[config.mk]
export PLATFORM = sky130hd
export DESIGN_NAME = fifo_wr_arbiter
export DESIGN_NICKNAME = d
export VERILOG_FILES = /design/src/rtl/fifo_wr_arbiter.sv
export SDC_FILE = /design/constraint.sdc
export NUM_CORES = 1
export LEC_CHECK = 0
export ABC_AREA = 1
export BUFFER_PORTS_ARGS = -buffer_cell sky130_fd_sc_hd__buf_4
export CORE_AREA = 5 5 48 50
export CTS_CLUSTER_SIZE = 16
export DETAILED_ROUTE_END_ITERATION = 12
export DIE_AREA = 0 0 53 55
export MAX_ROUTING_LAYER = met4
export PLACE_DENSITY = 0.76
export SETUP_SLACK_MARGIN = 0.4
export SLEW_MARGIN = 40
export SYNTH_ARGS = -nofsm -noshare
export SYNTH_HDL_FRONTEND = slang
export SYNTH_SLANG_ARGS = --single-unit
[constraint.sdc]
create_clock -name clk -period 1.5 [get_ports clk]
set_input_delay 0.225 -clock clk [delete_from_list [all_inputs] [get_ports clk]]
set_output_delay 0.225 -clock clk [all_outputs]
set_load 0.005 [all_outputs]
[src/rtl/fifo_wr_arbiter.sv]
// Two-requester packet arbiter feeding a FIFO write port: a round-robin owner
// holds the write port until its last word is accepted, and the write pointer advances per word.
module fifo_wr_arbiter #(
  parameter int DATA_WIDTH = 8,
  parameter int ADDR_WIDTH = 4
) (
  input  logic                  clk,
  input  logic                  rst,
  input  logic                  req0_valid,
  input  logic [DATA_WIDTH-1:0] req0_data,
  input  logic                  req0_last,
  output logic                  req0_ready,
  input  logic                  req1_valid,
  input  logic [DATA_WIDTH-1:0] req1_data,
  input  logic                  req1_last,
  output logic                  req1_ready,
  input  logic                  w_full,
  output logic                  w_en,
  output logic [DATA_WIDTH-1:0] w_data,
  output logic [ADDR_WIDTH-1:0] w_addr,
  output logic [ADDR_WIDTH:0]   w_ptr,
  output logic [1:0]            grant,
  output logic [1:0]            dbg_state_o
);

  // Handshake: a word transfers on a cycle where reqx_valid && reqx_ready are both
  // high; ready depends only on ownership and w_full, never on valid.
  typedef enum logic [1:0] {
    IDLE = 2'b00,
    OWN0 = 2'b01,
    OWN1 = 2'b10
  } state_t;

  state_t                state_q, state_d;
  logic                  winner_q, winner_d;  // 0: req0 won last arbitration
  logic [ADDR_WIDTH:0]   ptr_q, ptr_d;

  always_ff @(posedge clk or posedge rst) begin
    if (rst) begin
      state_q  <= IDLE;
      winner_q <= 1'b1;  // pretend req1 won last so req0 wins first
      ptr_q    <= '0;
    end else begin
      state_q  <= state_d;
      winner_q <= winner_d;
      ptr_q    <= ptr_d;
    end
  end

  always_comb begin
    state_d    = state_q;
    winner_d   = winner_q;
    req0_ready = 1'b0;
    req1_ready = 1'b0;
    w_en       = 1'b0;
    w_data     = '0;
    unique case (state_q)
      IDLE: begin
        if (req0_valid && req1_valid) begin
          if (winner_q) begin
            state_d  = OWN0;
            winner_d = 1'b0;
          end else begin
            state_d  = OWN1;
            winner_d = 1'b1;
          end
        end else if (req0_valid) begin
          state_d  = OWN0;
          winner_d = 1'b0;
        end else if (req1_valid) begin
          state_d  = OWN1;
          winner_d = 1'b1;
        end
      end
      OWN0: begin
        req0_ready = !w_full;
        w_en       = req0_valid && !w_full;
        w_data     = req0_data;
        if (w_en && req0_last) state_d = IDLE;
      end
      OWN1: begin
        req1_ready = !w_full;
        w_en       = req1_valid && !w_full;
        w_data     = req1_data;
        if (w_en && req1_last) state_d = IDLE;
      end
      default: state_d = IDLE;
    endcase
  end

  assign ptr_d       = w_en ? ptr_q + 1'b1 : ptr_q;
  assign w_ptr       = ptr_q;
  assign w_addr      = ptr_q[ADDR_WIDTH-1:0];
  assign grant       = state_q;
  assign dbg_state_o = state_q;

endmodule

**Word-level counts from Yosys, hierarchy flattened**

Index checks and enable logic that the tools add are counted.

- Add/subtract/negate cells: 1
- Multipliers: 0
- Divide/modulo/power cells: 0
- Order comparisons: 0
- Equal/unequal tests: 5
- Shifts and indexed selects: 0
- Mux-type cells: 15
- Bitwise logic cells: 0
- Reductions and logical operators: 10

Operators with widths:

| operator | number |
|---|---|
| 8-bit one-hot mux with 2 select lines | 1 |
| 2-bit 2-to-1 mux | 6 |
| 1-bit 2-to-1 mux | 6 |
| 2-bit one-hot mux with 3 select lines | 1 |
| 5-bit by 1-bit adder with 5-bit output, second input constant | 1 |
| 1-bit logical AND | 5 |
| 2-bit inequality test, second input constant | 2 |
| 4-bit inequality test, second input constant | 1 |
| 3-bit AND reduction | 1 |
| 3-bit nonzero test | 1 |
| 2-bit by 1-bit equality test with 1-bit output, second input constant | 1 |
| 2-bit equality test, second input constant | 1 |
| 2-bit zero test | 1 |
| 1-bit one-hot mux with 2 select lines | 1 |
| 2-bit AND reduction | 1 |
| 1-bit zero test | 1 |

- Flip-flop bits (word level): 8
- Bits in latches: 0
- Bits in writable memories: 0
- Memory bits (read-only): 0
- Output and inout port bits: 24
- Logic and storage cells: 34
- Memories: 0

**Depth between registers and ports, before layout**

Gate-level depths: netlist of the first run.

- Depth after elaboration: 5
- Gate-level depth with buffers: 8

**Least setup slack after synthesis of the first run**

Ideal clock, no wire load.

- Path type: register -> output
- Start point: reg state_q[0], in the netlist dbg_state_o[0]
- End point: out w_data[0]
- Arrival time: 1190 ps
- Data required time: 1275 ps
- Slack: 85 ps
- Cell stages (with the launch flop): 5
- Path buffers: 0
- Path through: dfrtp_1 inv_1 ha_1 inv_1 a21oi_1

- Word-level cells in the longest chain between the ends: 2
- Elaborated cells between the ends (all ways): 3
- Classes of those cells: eq/ne: 2; mux: 1

Ends and longest elaborated chain:

| item | RTL line | source |
|---|---|---|
| start: declaration | 34 | `state_t state_q, state_d;` |
| start signal: assignment | 44 | `state_q <= state_d;` |
| 2-bit equality test / 2-bit by 1-bit equality test with 1-bit output (equally long branches) | 57 | `unique case (state_q)` |
| 8-bit one-hot mux with 2 select lines (*) | 57 |  |
| end: declaration | 19 | `output logic [DATA_WIDTH-1:0] w_data,` |

Every way passes the cells marked *; elsewhere a longest branch is shown, timed or not.

**Worst setup path after layout of the first run**

- Start point: reg state_q[0], in the netlist dbg_state_o[0]
- End point: out w_data[1]

Same word-level chain as after synthesis.

==> qor_table.md, run 1 <==
| Step | Result | Reported |
|:---|:---|:---|
| pwr | Total power | 0.002031 W |
| critical path | WS Path Type | reg -> out |
| pwr | Power density over the cells | 1520 nW/µm² |
| die | I/O pin count | 47 |
| critical path | Maximum fanout along the worst path | 8 |
| yosys | Synth warn | 0 |
| placement | Number of instances in the placed design | 177 |
| timing | Final-report max-slew violation count | 0 |
| timing | Final setup skew | 0.01080 ns |
| timing | Setup repair after global routing missed its margin | yes |
| clock network | Clock tree from TritonCTS | built |
| timing | Least setup slack across all paths after layout | -0.1443 ns |
| die | Initial core utilization | 38.24% |
| clock network | Clock Tree Root | clkbuf_4 |
| pwr | VDD IR max | 1.100 mV |
| grt | Maximum number of pins on one net before global-route repair | 10 |
| cells and area | Filler Cell Count | 175 |
| critical path | Reg2Reg Setup Slack | 0.11 ns |
| cells and area | Most common library cell in the layout ignoring fill and taps | buf_4 |
| placement | Final weighted congestion in routability-driven placement | 0.7872 |
| die | Horizontal die dimension | 53 µm |
| cells and area | Area of all placed cells without fillers | 1336 µm² |
| route | Vias per Instance | 4.711 |
| cells and area | Footprint of the multi-input gates | 471.7 µm² |
| route | Sum of routed wire length over all layers | 2346 µm |
| yosys | Synthesized netlist cell count | 109 |
| clock network | Clock buffer count from CTS | 3 |
| cells and area | Top library cells by usage in the layout, fill and taps aside | 52 x buf_4, 42 x nand2_1, 12 x buf_6 |
| grt | Global-route usage over all layers | 16.37% |
| yosys | Mapped Area | 711.9 µm² |
| die | CORE AREA | 1862 µm² |
| critical path | Buf/Inv on CP | 3 |
| route | Routed length per placed instance | 11.91 µm |
| route | Antenna violation net count after detailed routing | 0 |
| timing | Count of endpoints failing hold in the final timing report | 0 |
| timing | Final clock period utilization by the worst path | 109.6% |
| timing | Final setup violation count | 9 |
| run status | Outcome | finished, violations left |
| run status | Failing checks | negative setup slack |
| route | Detailed Routing Iterations Pass 1 | 4 |
| critical path | Data required time of the critical path | 1.27 ns |
| cells and area | Post-route insts no fill | 197 |
| placement | Count of port buffers added during placement | 46 |
| worst hold path | Tightest Hold Check Type | in -> reg |
| yosys | Average instance area after synthesis | 6.531 µm² |
| clock network | Worst-Skew Late Latency | 0.26 ns |
| placement | Placed Instance Area | 1082 µm² |
| timing | Worst-case headroom to the max-slew limit | 79.81% |
| grt | Initial antenna violation count | 0 |
| run | Max cap viols | 0 |
| cells and area | Diodes inserted | 0 |
| timing | Upper clock frequency limit | 608.2 MHz |
| cells and area | Final #Nets | 199 |
| clock network | H-tree depth | 1 |
| yosys | Number of library cell types mapped by synthesis | 18 |
| grt | Wire length of the first global-routing pass | 3450 µm |
| cells and area | Area taken by flip-flops and latches | 207.7 µm² |
| worst hold path | Cells on Worst Hold Path | 4 |
| timing | Worst Tran Pin Value | 0.3026 ns |
| clock network | Maximum clock path buffer count | 2 |
| yosys | Seq cells post-synth | 8 |
| critical path | Cell with the biggest individual delay on the critical path | dfrtp_1 |
| cells and area | Fraction of final layout cells sized beyond drive strength 1 | 54.71% |
| clock network | Num Clock Sinks | 8 |
| die | Floorplan die area | 2915 µm² |
| clock network | Clock slew at the register clock pins of the worst setup and hold paths | 0.05 ns |
| timing | Time the final worst path needs with I/O delays and setup | 1.644 ns |
| critical path | Kind of end point of the critical path | output port |
| route | Total vias in the final route | 928 |
| critical path | Critical path, cell by cell | inv_2 > ha_4 > clkinvlp_4 > a21oi_1 > buf_4 |
| placement | Placement-stage worst setup slack | 0.009919 ns |
| die | Die height | 55 µm |
| critical path | Count of cells along the worst register-to-register path | 8 |
| route | Count of unresolved DRC violations after routing | 0 |
| timing | Hold_ws | 0.3086 ns |
| critical path | CP startpoint kind | flip-flop |
| die | Number of rows created at floorplan | 16 |
| route | DRC marker count from the first detailed-route iteration | 13 |
| cells and area | Area Growth Syn to Fin | 87.70% |
| pwr | Total leakage power | 0.7124 nW |
| yosys | Post-synth net total | 137 |
| critical path | Largest delay contributor family on the critical path | flip-flops |
| critical path | Critical path's largest stage delay | 0.38 ns |
| yosys | Part of the Yosys area used for sequential elements | 28.30% |
| critical path | Critical path data arrival time | 1.42 ns |
| critical path | Path length in cells of the critical path | 5 |
| placement | HPWL Detailed | 1661 µm |
| grt | Number of global-route vias before repair | 829 |
| grt | Global-route congestion overflow total | 0 |
-- what timing repair did --
| action | CTS | global route |
|---|---|---|
| cloned | 0 | 0 |
| setup endpoints to repair | 26 | 31 |
| hold endpoints to repair | 7 | 0 |
| pin swaps | 1 | 5 |
| resized for setup | 11 | 22 |
| hold buffers | 1 | 0 |
| buffers inserted | 10 | 5 |
-- per-stage QoR --
step / utilization [%] / TNS (ns)
finish: 71.77 / -1.206
global route: 71.77 / -2.000
CTS: 66.13 / -1.156
detailed placement: 58.13 / 0
global placement: 58.13 / 0
floorplan: - / 0
-- layout make-up --
| class | count | area share (%) |
|---|---|---|
| tap | 27 | 2.528 |
| clock buffer | 4 | 1.966 |
| multi-input combinational | 79 | 35.30 |
| timing repair buffer | 65 | 40.07 |
| inverter | 14 | 4.588 |
| sequential | 8 | 15.54 |
-- metal layers --
metal  vias to the layer above  part of all wire (%)  global-route usage, %
li1                        460                     -                      -
met1                       421                    39                  17.32
met2                        43                    49                  30.37
met3                         4                    11                  2.949
met4                         0                  0.90                  6.383
met5                         -                     0                      -
-- cells by family (layout without fill, tap and decap cells) --
family          count (synthesis)  in the layout  share of synthesized area (%)
compound gates                 10             10                          8.612
xor+xnor                        1              1                          1.230
fa+ha+maj                       5              5                          8.787
buf+inv                        22             83                          15.82
flops                           8              8                          28.30
simple gates                   63             63                          37.26
-- power breakdown --
group	total (W)	switching, W	internal (W)
sequential	0.000399	0.0000954	0.000304
clock	0.000178	0.0000758	0.000102
combinational	0.00145	0.000666	0.000788
total	0.00203	0.000837	0.00119
-- registers in the layout (all words and copies together) (netlist names) --
signal	flops
w_ptr	5
dbg_state_o	2
winner_q	1
-- cell usage after synthesis (all sizes together) --
cell type / instances / share of area, %
a21oi: 8 / 5.6
buf: 7 / 7.9
clkbuf: 1 / 0.53
dfrtp: 7 / 25
dfstp: 1 / 3.7
ha: 5 / 8.8
inv: 14 / 7.4
nand2: 45 / 25
nand3: 10 / 7.0
nand3b: 1 / 1.1
nand4: 2 / 1.8
nor2: 5 / 2.6
o21ai: 2 / 3.0
xor2: 1 / 1.2
-- worst paths after layout --
kind / startpoint / endpoint
hold / removal: req0_valid / winner_q$_DFFE_PP1P_
setup / recovery: dbg_state_o[0]$_DFFE_PP0P_ / w_data[1]
min in group asynchronous: rst / w_ptr[0]$_DFFE_PP0P_
setup reg to reg: dbg_state_o[0]$_DFFE_PP0P_ / w_ptr[1]$_DFFE_PP0P_
max in group asynchronous: rst / winner_q$_DFFE_PP1P_
hold reg to reg: winner_q$_DFFE_PP1P_ / winner_q$_DFFE_PP1P_
-- worst register-to-register path, cell delays in order, from the launching register on --
cell and delay [ns]:
dfrtp_1 0.40, buf_4 0.15, ha_2 0.19, nand3_2 0.09
o21ai_4 0.07, buf_4 0.14, buf_6 0.12, nand3_1 0.07
nand2_1 0.05
(Power assumes the default switching activity.)
==> run 2, diff against run 1 <==
Settings changed: REMOVE_ABC_BUFFERS set to 1.
==> qor_table.md, run 2 (synthesis gave the netlist of run 1 again) <==
| Step | Result | Reported |
|:---|:---|:---|
| die | Die height | 55 µm |
| placement | HPWL Detailed | 1641 µm |
| clock network | Clock tree from TritonCTS | built |
| timing | Time the final worst path needs with I/O delays and setup | 1.631 ns |
| cells and area | Fraction of final layout cells sized beyond drive strength 1 | 66.27% |
| critical path | Kind of end point of the critical path | output port |
| run status | Failing checks | negative setup slack |
| route | Vias per Instance | 4.587 |
| critical path | Critical path, cell by cell | inv_2 > ha_4 > buf_6 > nand2_2 > a21oi_2 > buf_4 |
| grt | Number of global-route vias before repair | 893 |
| pwr | VDD IR max | 1.108 mV |
| placement | Count of port buffers added during placement | 46 |
| route | DRC marker count from the first detailed-route iteration | 13 |
| critical path | Maximum fanout along the worst path | 4 |
| worst hold path | Tightest Hold Check Type | in -> reg |
| run | Max cap viols | 0 |
| route | Antenna violation net count after detailed routing | 0 |
| run status | Outcome | finished, violations left |
| cells and area | Most common library cell in the layout ignoring fill and taps | buf_4 |
| pwr | Power density over the cells | 1551 nW/µm² |
| timing | Hold_ws | 0.3068 ns |
| cells and area | Diodes inserted | 0 |
| placement | Number of instances in the placed design | 179 |
| placement | Placed Instance Area | 1069 µm² |
| grt | Global-route congestion overflow total | 0 |
| grt | Wire length of the first global-routing pass | 3684 µm |
| placement | Final weighted congestion in routability-driven placement | 0.8814 |
| cells and area | Largest register FFs | 5 |
| grt | Maximum number of pins on one net before global-route repair | 10 |
| route | Total vias in the final route | 899 |
| critical path | Data required time of the critical path | 1.27 ns |
| grt | Initial antenna violation count | 0 |
| timing | Final-report max-slew violation count | 0 |
| cells and area | Final #Nets | 198 |
| die | I/O pin count | 47 |
| critical path | CP startpoint kind | flip-flop |
| timing | Upper clock frequency limit | 613.0 MHz |
| critical path | Critical path's largest stage delay | 0.41 ns |
| critical path | Buf/Inv on CP | 3 |
| die | Initial core utilization | 38.24% |
| cells and area | Post-route insts no fill | 196 |
| route | Sum of routed wire length over all layers | 2532 µm |
| die | Number of rows created at floorplan | 16 |
| timing | Least setup slack across all paths after layout | -0.1314 ns |
| critical path | Cell with the biggest individual delay on the critical path | dfrtp_1 |
| die | Floorplan die area | 2915 µm² |
| timing | Final setup skew | 0.01662 ns |
| clock network | Worst-Skew Late Latency | 0.27 ns |
| clock network | Clock Tree Root | clkbuf_4 |
| cells and area | Area Growth Syn to Fin | 102.1% |
| critical path | Critical path data arrival time | 1.41 ns |
| clock network | Maximum clock path buffer count | 2 |
| die | Horizontal die dimension | 53 µm |
| timing | Final clock period utilization by the worst path | 108.8% |
| critical path | Largest delay contributor family on the critical path | flip-flops |
| grt | Global-route usage over all layers | 17.78% |
| clock network | Clock buffer count from CTS | 3 |
| clock network | Clock slew at the register clock pins of the worst setup and hold paths | 0.06 ns |
| cells and area | Area of all placed cells without fillers | 1439 µm² |
| cells and area | Top library cells by usage in the layout, fill and taps aside | 46 x buf_4, 29 x nand2_1, 16 x buf_6 |
| timing | Count of endpoints failing hold in the final timing report | 0 |
| timing | Worst-case headroom to the max-slew limit | 79.89% |
| route | Detailed Routing Iterations Pass 1 | 4 |
| timing | Final setup violation count | 10 |
| clock network | Num Clock Sinks | 8 |
| timing | Worst Tran Pin Value | 0.3013 ns |
| clock network | H-tree depth | 1 |
| timing | Setup repair after global routing missed its margin | yes |
| critical path | WS Path Type | reg -> out |
| route | Count of unresolved DRC violations after routing | 0 |
| die | CORE AREA | 1862 µm² |
| route | Routed length per placed instance | 12.92 µm |
| pwr | Total leakage power | 0.7416 nW |
## run 2: report_power, final
group | switching (W) | total (W) | internal, W | leakage (nW)
sequential | 0.0000953 | 0.000399 | 0.000304 | 0.0963
clock | 0.0000787 | 0.000181 | 0.000102 | 0.0150
combinational | 0.000776 | 0.00165 | 0.000877 | 0.630
total | 0.000950 | 0.00223 | 0.00128 | 0.742
## run 2: repair_timing
action,4_1_cts,5_1_grt
hold endpoints to repair,7,0
pin swaps,10,10
endpoints found under the setup margin,31,29
hold buffers,1,0
gates cloned,1,0
resized for setup,38,36
buffers inserted,9,2
## run 2: worst paths after layout
kind,depth (start not counted),slack (ns),from,to
max in group asynchronous,3,0.74,rst,winner_q$_DFFE_PP1P_
min reg2reg,2,0.49,winner_q$_DFFE_PP1P_,winner_q$_DFFE_PP1P_
max,6,-0.13,dbg_state_o[0]$_DFFE_PP0P_,w_data[1]
min,4,0.31,req1_valid,winner_q$_DFFE_PP1P_
max reg2reg,9,0.04,dbg_state_o[0]$_DFFE_PP0P_,w_ptr[0]$_DFFE_PP0P_
min in group asynchronous,3,0.46,rst,dbg_state_o[0]$_DFFE_PP0P_
## run 2: layer usage
| metal | wire [µm] | GRT usage, % |
|---|---|---|
| met5 | 0 | - |
| met4 | 36 | 8.085 |
| met3 | 141 | 2.949 |
| met2 | 1418 | 33.88 |
| met1 | 936 | 17.81 |
## run 2: worst reg2reg max path, cell delays in order (launching register included)
cell	delay (ns)
dfrtp_1	0.41
inv_2	0.12
ha_4	0.18
inv_4	0.05
o21ai_4	0.17
nand2_4	0.08
buf_6	0.11
buf_8	0.13
nand2_2	0.05
nand2_1	0.04
## run 2: metrics by stage
stage	setup WS [ns]	setup TNS [ns]	total power [W]	utilization, %
floorplan	0.001704	0	0.0008651	-
global placement	0.09560	0	0.001354	57.39
CTS	-0.08419	-0.6805	0.001995	70.03
finish	-0.1314	-1.042	0.002232	77.28
global route	-0.2005	-1.590	0.002398	77.28
detailed placement	0.06600	0	0.001395	57.39
## run 2: cell type report
class | instances | area, µm²
clock buffer | 4 | 26.28
fill | 135 | 422.9
inverter | 14 | 60.06
multi-input combinational | 79 | 560.5
sequential | 8 | 207.7
tap | 27 | 33.78
timing repair buffer | 64 | 550.5
